### config.mk
export PLATFORM = sky130hd
export DESIGN_NAME = syscall_console_tx
export DESIGN_NICKNAME = d
export VERILOG_FILES = /design/src/rtl/syscall_console_tx_pkg.sv /design/src/rtl/syscall_console_tx_uart_tx_8n1.sv /design/src/rtl/syscall_console_tx.sv
export SDC_FILE = /design/constraint.sdc
export NUM_CORES = 1
export LEC_CHECK = 0
export CORE_UTILIZATION = 53
export DETAILED_ROUTE_END_ITERATION = 12
export PLACE_DENSITY = 0.86
export SYNTH_ARGS = -nofsm -noshare
export SYNTH_HDL_FRONTEND = slang
export SYNTH_SLANG_ARGS = --single-unit
export TNS_END_PERCENT = 50
### constraint.sdc
create_clock -name clk -period 11.75 [get_ports clk]
set_clock_uncertainty 0.2 [all_clocks]
set_input_delay 2.35 -clock clk [delete_from_list [all_inputs] [get_ports clk]]
set_output_delay 2.35 -clock clk [all_outputs]
set_load 0.03 [all_outputs]
### src/rtl/syscall_console_tx_pkg.sv
// syscall_console_tx_pkg: service codes, ASCII constants, powers of ten and FSM states
package syscall_console_tx_pkg;
    localparam logic [31:0] SYS_PRINT_INT = 32'd1;
    localparam logic [31:0] SYS_EXIT = 32'd10;
    localparam logic [31:0] SYS_PRINT_CHAR = 32'd11;
    localparam logic [7:0] ASCII_MINUS = 8'h2D;
    localparam logic [7:0] ASCII_ZERO = 8'h30;
    localparam logic [31:0] POW10 [10] = '{
        32'd1, 32'd10, 32'd100, 32'd1000, 32'd10000,
        32'd100000, 32'd1000000, 32'd10000000, 32'd100000000, 32'd1000000000
    };
    typedef enum logic [2:0] {IDLE, CONVERT, LOAD, START, DATA, STOP, HALTED} stateT;
endpackage

### src/rtl/syscall_console_tx_uart_tx_8n1.sv
// uart_tx_8n1: 8N1 serializer; a start on the done cycle chains the next frame with no idle gap
module uart_tx_8n1 #(
    parameter int CLKS_PER_BIT = 4
) (
    input  logic       clk,
    input  logic       reset,
    input  logic       start,
    input  logic [7:0] data,
    output logic       tx,
    output logic       done
);
    localparam int CW = $clog2(CLKS_PER_BIT + 1);
    localparam logic [CW-1:0] LAST = CW'(CLKS_PER_BIT - 1);
    logic          active;
    logic [9:0]    frame;
    logic [3:0]    bitIdx;
    logic [CW-1:0] clkCnt;
    assign done = active && bitIdx == 4'd9 && clkCnt == LAST;
    assign tx = active ? frame[0] : 1'b1;
    always_ff @(posedge clk or posedge reset) begin
        if (reset) begin
            active <= 1'b0;
            frame <= '1;
            bitIdx <= '0;
            clkCnt <= '0;
        end else if (start && (!active || done)) begin
            active <= 1'b1;
            frame <= {1'b1, data, 1'b0};
            bitIdx <= '0;
            clkCnt <= '0;
        end else if (done) begin
            active <= 1'b0;
        end else if (active && clkCnt == LAST) begin
            clkCnt <= '0;
            bitIdx <= bitIdx + 4'd1;
            frame <= {1'b1, frame[9:1]};
        end else if (active) begin
            clkCnt <= clkCnt + CW'(1);
        end
    end
endmodule

### src/rtl/syscall_console_tx.sv
// syscall_console_tx: services print-int/print-char/exit syscalls onto a UART console line
module syscall_console_tx #(
    parameter int CLKS_PER_BIT = 4,
    parameter int BUF_DEPTH = 11
) (
    input  logic        clk,
    input  logic        reset,
    input  logic        syscall_req,
    input  logic [31:0] v0,
    input  logic [31:0] a0,
    output logic        busy,
    output logic        tx,
    output logic        halt,
    output logic        bad_code,
    output logic [15:0] chars_sent
);
    import syscall_console_tx_pkg::*;
    localparam int PW = $clog2(10 * CLKS_PER_BIT + 1);
    localparam int AW = $clog2(BUF_DEPTH + 1);
    localparam logic [PW-1:0] START_END = PW'(CLKS_PER_BIT - 1);
    localparam logic [PW-1:0] DATA_END = PW'(9 * CLKS_PER_BIT - 1);
    stateT         state, stateNext;
    logic [7:0]    charBuf [BUF_DEPTH];
    logic [AW-1:0] rdPtr, wrPtr;
    logic [31:0]   rem;
    logic [3:0]    powIdx, digit;
    logic          started, accept, isInt, isChar, isExit, geq, emit, start, uartDone;
    logic [PW-1:0] phaseCnt;
    assign isInt = v0 == SYS_PRINT_INT;
    assign isChar = v0 == SYS_PRINT_CHAR;
    assign isExit = v0 == SYS_EXIT;
    assign accept = state == IDLE && syscall_req && !halt;
    assign geq = rem >= POW10[powIdx];
    // A digit is committed once the remainder drops below the current power; leading zeros are skipped
    assign emit = state == CONVERT && !geq && (digit != 4'd0 || started || powIdx == 4'd0);
    uart_tx_8n1 #(.CLKS_PER_BIT(CLKS_PER_BIT)) uart (
        .clk(clk), .reset(reset), .start(start), .data(charBuf[rdPtr]), .tx(tx), .done(uartDone)
    );
    always_comb begin
        stateNext = state;
        start = 1'b0;
        case (state)
            IDLE: if (accept) stateNext = isInt ? CONVERT : isChar ? LOAD : isExit ? HALTED : IDLE;
            CONVERT: if (!geq && powIdx == 4'd0) stateNext = LOAD;
            LOAD: begin
                start = 1'b1;
                stateNext = START;
            end
            START: if (phaseCnt == START_END) stateNext = DATA;
            DATA: if (phaseCnt == DATA_END) stateNext = STOP;
            // Chaining the next pop on the stop bit's last cycle keeps frames back-to-back
            STOP: if (uartDone) begin
                start = rdPtr != wrPtr;
                stateNext = rdPtr != wrPtr ? START : IDLE;
            end
            HALTED: stateNext = HALTED;
            default: stateNext = IDLE;
        endcase
    end
    always_ff @(posedge clk or posedge reset) begin
        if (reset) begin
            state <= IDLE;
            busy <= 1'b0;
            halt <= 1'b0;
            bad_code <= 1'b0;
            chars_sent <= '0;
            rdPtr <= '0;
            wrPtr <= '0;
            rem <= '0;
            powIdx <= 4'd9;
            digit <= '0;
            started <= 1'b0;
            phaseCnt <= '0;
        end else begin
            state <= stateNext;
            busy <= stateNext inside {CONVERT, LOAD, START, DATA, STOP};
            halt <= halt || stateNext == HALTED;
            bad_code <= accept && !(isInt || isChar || isExit);
            phaseCnt <= start ? '0 : phaseCnt + PW'(1);
            if (uartDone) chars_sent <= chars_sent + 16'd1;
            if (accept) begin
                rdPtr <= '0;
                wrPtr <= (isChar || (isInt && a0[31])) ? AW'(1) : '0;
                rem <= a0[31] ? -a0 : a0;
                powIdx <= 4'd9;
                digit <= '0;
                started <= 1'b0;
            end else begin
                if (start) rdPtr <= rdPtr + AW'(1);
                if (emit) begin
                    wrPtr <= wrPtr + AW'(1);
                    started <= 1'b1;
                end
                if (state == CONVERT && geq) begin
                    rem <= rem - POW10[powIdx];
                    digit <= digit + 4'd1;
                end else if (state == CONVERT) begin
                    digit <= '0;
                    if (powIdx != 4'd0) powIdx <= powIdx - 4'd1;
                end
            end
        end
    end
    always_ff @(posedge clk) begin
        if (accept) charBuf[0] <= isChar ? a0[7:0] : ASCII_MINUS;
        else if (emit) charBuf[wrPtr] <= ASCII_ZERO + {4'd0, digit};
    end
endmodule

==> impl_metrics.csv, run 1 <==
group,metric,value,unit
status,outcome,"finished clean",
run,cap_violations,0,
worst_setup_path,required,11.89,ns
global_route,grt_max_degree,68,
detailed_routing,drt-total-wl,24.8,mm
logic_synthesis,yosys-top-cells-area,"edfxtp_1 (25%), dfrtp_1 (20%), ha_1 (5.4%)",
floorplanning,io_pins,87,
worst_setup_path,path_cells,"clkdlybuf4s50_1 > nor3_1 > nand4b_1 > nor4_1 > nand2_1 > o21ai_0 > xor2_1 > a211oi_1",
timing,timing.slew.headroom,24.4,%
power_and_ir_drop,p_clk_share,40.6,%
logic_synthesis,yosysSeqAreaShare,47.1,%
detailed_routing,route.vias.total,8376,
finish,areaGrowthSynthToFinish,15.9,%
logic_synthesis,synthDistinctLibCells,79,
timing,worst_slack,6.58,ns
logic_synthesis,synth.net_count,1144,
logic_synthesis,synth-async-reset-ratio,51.6,%
logic_synthesis,postSynthAreaPerCell,10.3,um2
global_route,track_usage,25.5,%
clock_tree,clkSinkCount,182,
timing,worst-slew-pin-transition,1.13,ns
power_and_ir_drop,sw_frac_of_total,25.2,%
floorplanning,die_h,144,um
clock_tree,clk_pin_slew,0.07,ns
floorplanning,core,19500,um2
timing,finalHoldViolations,0,
timing,finalSetupViolCount,0,
finish,drive_gt1_share,9.00,%
detailed_routing,postRouteAntennaNets,0,
worst_setup_path,crit_end,"rem[28]",
timing,slew_viol_final,0,
logic_synthesis,synth_seq_cells,182,
detailed_routing,wl_per_cell,18.0,um
detailed_routing,drt-initial-drc-count,658,
worst_setup_path,path_depth,8,
power_and_ir_drop,p_per_area,114,nW/um2
min_path,hold_class,"reg -> reg",
power_and_ir_drop,ir_drop,102,uV
place,routabilityCongestion,0.912,
detailed_routing,vias_per_cell,6.09,
timing,rsz0062_at_grt,"false",
floorplanning,initial_core_util,54.4,%
global_route,grt_pass1_vias,8208,
worst_setup_path,worstPathMaxFanout,5,
timing,finalSetupTns,0,ns
logic_synthesis,synth_warnings,0,
logic_synthesis,synth-edff-count,88,
worst_setup_path,slowest_stage,"nor4_1",
worst_setup_path,critPathKind,"in -> reg",
worst_setup_path,cp_data_arrival_time,5.31,ns
timing,max_freq,193,MHz
worst_setup_path,crit_family,"simple AND/OR/NAND/NOR gates",
power_and_ir_drop,leakagePower,4.74,nW
clock_tree,cts_tree,"done",
global_route,antenna_found_initial,0,
logic_synthesis,syn_area,10600,um2
worst_setup_path,reg2regPathDepth,13,
logic_synthesis,syn-instance-count,1030,
clock_tree,cts-root-buf,"clkbuf_16",
logic_synthesis,yosysTopAreaCell,"edfxtp_1",
worst_setup_path,path_buf_inv,1,
worst_setup_path,timing.rr.start,"powIdx[3]",
clock_tree,cts_resized,0,
finish,diodes,0,
global_route,grt_pass1_wl,40.6,mm
finish,fin_nets,1212,
global_route,grt_overflow,0,
clock_tree,worstSkewPairLatency,0.44,ns
power_and_ir_drop,p_switching,0.000355,W
floorplanning,chipWidth,144,um
detailed_routing,route.detailed.drc,0,
power_and_ir_drop,comb_power_share,11.4,%
power_and_ir_drop,p_seq_share,48.0,%
clock_tree,h-tree-depth,4,
place,dp_slack,6.18,ns
worst_setup_path,critPathMaxStageDelay,0.79,ns
detailed_routing,drt_first_pass_iters,5,
logic_synthesis,synth.most_common_cell,"nor2_1",
power_and_ir_drop,intPower,0.00105,W
place,numPortBuffers,86,
logic_synthesis,synth_ff_type,"edfxtp_1",
clock_tree,cts_hold_buf,0,
logic_synthesis,yosysTopAreaCellShare,24.9,%
worst_setup_path,rr_endpoint,"charBuf[5][7]",
worst_setup_path,critPathCaptureType,"flop",
floorplanning,row_count,51,
worst_setup_path,crit_path_start_kind,"input port",
place,hpwl,17.8,mm
worst_setup_path,r2r_slack,6.60,ns
worst_setup_path,startpoint,"a0[2]",
clock_tree,cts_setup_buffers,0,
clock_tree,cts_buffers,17,
timing,min_period_over_period,44.0,%
timing,fin_crit,5.17,ns
logic_synthesis,synthTopCellsByCount,"nor2_1 (98), nand2_1 (89), edfxtp_1 (88)",
floorplanning,dieArea,20600,um2
clock_tree,clockBufferDepth,2,
## sequential cells by signal, summed over array words and instances, names as in the netlist, 4 cells and up
signal,cells
charBuf,88
powIdx,4
digit,4
phaseCnt,6
wrPtr,4
uart.bitIdx,4
rem,32
chars_sent,16
uart.frame,9
rdPtr,4
## area by class of cell
cell class              instances  area [um2]
repair buffers                 99         958
clock buffers                  19         454
flip-flops and latches        182        5010
fillers                      1535        7220
clock inverters                13         131
well taps                     265         332
inverters                      28         108
multi-input cells             770        5320
## metal layers
metal / global-route usage [%] / share of wire (%) / wire (um)
met5: 0 / 0 / 0
met2: 44.2 / 51 / 12600
met3: 4.97 / 5.7 / 1400
met1: 32.3 / 42 / 10300
met4: 7.50 / 1.7 / 427
## layout by cell type (no fill, tap or decap), types with 17 or more instances in the layout
master,count
nor2_1,98
nand2_1,89
edfxtp_1,88
clkdlybuf4s50_1,86
dfrtp_1,83
a21oi_1,68
o21ai_0,56
xor2_1,51
ha_1,46
xnor2_1,30
inv_1,27
nand3_1,25
nor3_1,23
a211oi_1,22
nand2b_1,20
clkbuf_16,18
mux4_2,17
## worst min-delay path by stage
| stage | endpoint | slack, ns | depth (start not counted) | from |
|---|---|---|---|---|
| after floorplan | phaseCnt[0] | 0.23 | 1 | phaseCnt[0] |
| after global placement | phaseCnt[0] | 0.25 | 1 | phaseCnt[0] |
| after detailed placement | phaseCnt[0] | 0.25 | 1 | phaseCnt[0] |
| after CTS | phaseCnt[0] | 0.27 | 1 | phaseCnt[0] |
| after global routing | uart.frame[1] | 0.30 | 2 | uart.frame[1] |
| final | phaseCnt[0] | 0.27 | 1 | phaseCnt[0] |
## power groups by stage
stage / logic, W / clock network (W) / registers (W)
after floorplan: 0.000107 / 0 / 0.000686
after global placement: 0.000153 / 0 / 0.000688
after detailed placement: 0.000157 / 0 / 0.000689
after CTS: 0.000159 / 0.000578 / 0.000676
after global routing: 0.000176 / 0.000602 / 0.000676
final: 0.000160 / 0.000572 / 0.000676
## kinds of logic (layout without fill, tap and decap cells)
group           Yosys count  after routing  share of synthesized area [%]
flops                   182            182                           47.1
buf+inv                  78            159                           2.91
fa+ha+maj                47             47                           5.61
compound gates          264            264                           16.5
xor+xnor                 81             81                           6.68
mux                      35             35                           5.35
simple gates            343            343                           15.8
## stage by stage
stage	power (W)	cell area, um2	utilization, %	cells	hold slack [ns]
floorplan	0.000793	10600	-	1030	0.233
global placement	0.000841	11700	60.0	1344	0.251
detailed placement	0.000845	11700	60.0	1344	0.253
CTS	0.00141	12300	63.0	1376	0.272
global route	0.00145	12300	63.0	1376	0.298
finish	0.00141	12300	63.0	1376	0.273
(Power assumes the default switching activity.)
==> inputs of run 2 (changes only) <==
==> constraint.sdc (replaced) <==
create_clock -name clk -period 5.4 [get_ports clk]
set_clock_uncertainty 0.2 [all_clocks]
set_input_delay 1.08 -clock clk [delete_from_list [all_inputs] [get_ports clk]]
set_output_delay 1.08 -clock clk [all_outputs]
set_load 0.03 [all_outputs]
==> run 2 against run 1 <==
  * Sequential share of layout area down 0.15 points
  * Register-to-register slack worse by 6.2 ns
  * Critical path depth is 5 higher
==> impl_metrics.csv, run 2 (synthesis results as in run 1) <==
group,metric,value,unit
clock_tree,cts-root-buf,"clkbuf_16",
finish,drive_gt1_share,9.24,%
global_route,antenna_found_initial,0,
floorplanning,io_pins,87,
global_route,grt_pass1_vias,8189,
power_and_ir_drop,sw_frac_of_total,24.6,%
min_path,min-delay-start,"phaseCnt[0]",
timing,rsz0062_at_grt,"false",
global_route,grt_max_degree,69,
detailed_routing,vias_per_cell,6.05,
worst_setup_path,cp_data_arrival_time,4.86,ns
power_and_ir_drop,p_clk_share,40.7,%
floorplanning,chipWidth,144,um
finish,fin_nets,1216,
detailed_routing,postRouteAntennaNets,0,
worst_setup_path,r2r_slack,0.40,ns
power_and_ir_drop,p_per_area,248,nW/um2
global_route,grt_overflow,0,
timing,max_freq,200,MHz
clock_tree,cts_tree,"done",
worst_setup_path,timing.rr.start,"powIdx[3]",
worst_setup_path,crit_path_start_kind,"flop",
status,outcome,"finished clean",
power_and_ir_drop,p_switching,0.000753,W
timing,min_period_over_period,92.7,%
detailed_routing,route.vias.total,8352,
timing,fin_crit,5.00,ns
power_and_ir_drop,leakagePower,4.76,nW
floorplanning,core,19500,um2
place,routabilityCongestion,0.895,
finish,final_common_cell,"nor2_1",
worst_setup_path,startpoint,"powIdx[3]",
finish,largest_register_ffs,88,
timing,fin_hold_ws,0.268,ns
timing,finalSetupViolCount,0,
clock_tree,cts_hold_buf,0,
clock_tree,cts_resized,0,
power_and_ir_drop,p_seq_share,48.2,%
global_route,track_usage,26.3,%
clock_tree,cts_buffers,17,
power_and_ir_drop,ir_drop,212,uV
floorplanning,initial_core_util,54.4,%
run,cap_violations,0,
place,hpwl,18.2,mm
clock_tree,clk_pin_slew,0.07,ns
finish,final_cell_mix,"nor2_1 (98), nand2_1 (89), edfxtp_1 (88), clkdlybuf4s50_1 (86), dfrtp_1 (83)",
clock_tree,clockBufferDepth,2,
worst_setup_path,required,5.26,ns
detailed_routing,wl_per_cell,18.5,um
min_path,hold_class,"reg -> reg",
finish,diodes,0,
global_route,grt_pass1_wl,41.7,mm
place,numPortBuffers,86,
finish,top_register,"charBuf",
floorplanning,row_count,51,
detailed_routing,drt_first_pass_iters,5,
worst_setup_path,critPathCaptureType,"flop",
worst_setup_path,critPathMaxStageDelay,0.61,ns
worst_setup_path,slowest_stage,"dfstp_2",
floorplanning,die_h,144,um
detailed_routing,drt-total-wl,25.5,mm
clock_tree,worstSkewPairLatency,0.44,ns
finish,largestRegisters,"charBuf (88), rem (32), chars_sent (16)",
clock_tree,h-tree-depth,4,
timing,slew_viol_final,0,
timing,timing.slew.headroom,24.1,%
floorplanning,dieArea,20600,um2
worst_setup_path,path_cells,"inv_1 > nor2_1 > inv_1 > o31ai_1 > ha_1 > a21oi_2 > o211ai_1 > a221oi_2 > a31oi_1 > or3_4 > a21o_1 > or3b_1 > nor2_1",
power_and_ir_drop,comb_power_share,11.2,%
clock_tree,clkSinkCount,182,
clock_tree,cts_setup_buffers,0,
timing,finalHoldViolations,0,
detailed_routing,drt-initial-drc-count,646,
worst_setup_path,critPathKind,"reg -> reg",
detailed_routing,route.detailed.drc,0,
timing,worst-slew-pin-transition,1.13,ns
finish,fillers,1521,
timing,finalSetupTns,0,ns
power_and_ir_drop,intPower,0.00231,W
worst_setup_path,worstPathMaxFanout,22,
finish,areaGrowthSynthToFinish,16.3,%
-- run 2: cell count changes in the layout (fill, tap and decap cells not counted) --
| cell | delta |
|---|---|
| clkinv_4 | +3 |
| clkbuf_1 | +1 |
| buf_4 | +4 |
| inv_4 | -1 |
| inv_6 | -2 |
| clkinvlp_4 | +1 |
| o21ai_0 | +1 |
| clkbuf_16 | +2 |
| bufinv_16 | -1 |
| clkbuf_8 | +1 |
| o21ai_1 | -1 |
| inv_8 | -2 |
| clkinv_2 | -2 |
-- run 2: power groups by stage --
stage / Clock (W) / Sequential, W / Combinational [W]
6_report: 0.00125 / 0.00147 / 0.000341
5_1_grt: 0.00131 / 0.00147 / 0.000378
4_1_cts: 0.00126 / 0.00147 / 0.000339
3_5_place_dp: 0 / 0.00150 / 0.000337
3_3_place_gp: 0 / 0.00150 / 0.000329
2_1_floorplan: 0 / 0.00149 / 0.000232
-- run 2: final cells by class --
type | count | area, um2 | area share [%]
Multi-Input combinational cell | 770 | 5320 | 43.0
Inverter | 28 | 108 | 0.871
Sequential cell | 182 | 5010 | 40.5
Timing Repair Buffer | 103 | 988 | 8.00
Clock buffer | 23 | 522 | 4.22
Tap cell | 265 | 332 | 2.68
Clock inverter | 9 | 78.8 | 0.638
-- run 2: layer usage --
| metal | part of all wire [%] | global-route usage (%) | routed length (um) |
|---|---|---|---|
| met1 | 43 | 34.6 | 11100 |
| met2 | 49 | 43.8 | 12500 |
| met3 | 5.5 | 4.90 | 1390 |
| met5 | 0 | 0 | 0 |
| met4 | 2.1 | 8.73 | 531 |
-- run 2: worst paths after layout --
path                                      end  cells after the start
worst min-delay path              phaseCnt[0]                      1
worst max register to register  charBuf[6][7]                     13
min in group asynchronous            bad_code                      2
worst min register to register    phaseCnt[0]                      1
max in group asynchronous           powIdx[3]                      3
worst max-delay path            charBuf[6][7]                     13
-- run 2: worst max-delay path, delay by kind of cell, from the launching register on --
family                   cells  cell delay, ns
AO/OA/AOI/OAI                6            1.34
adder cells (fa/ha/maj)      1            0.41
buffers and inverters        2            0.34
flip-flops                   1            0.61
AND/OR/NAND/NOR              4            1.71
-- run 2: stage by stage --
stage                     cell area, um2  total power [W]  std cells  setup WS [ns]  util, %
after floorplan                    10600          0.00172       1030          0.960        -
after global placement             11800          0.00183       1348          0.806     60.2
after detailed placement           11800          0.00184       1348          0.637     60.2
after CTS                          12400          0.00307       1380          0.486     63.3
after global routing               12400          0.00316       1380          0.130     63.3
final                              12400          0.00306       1380          0.395     63.3
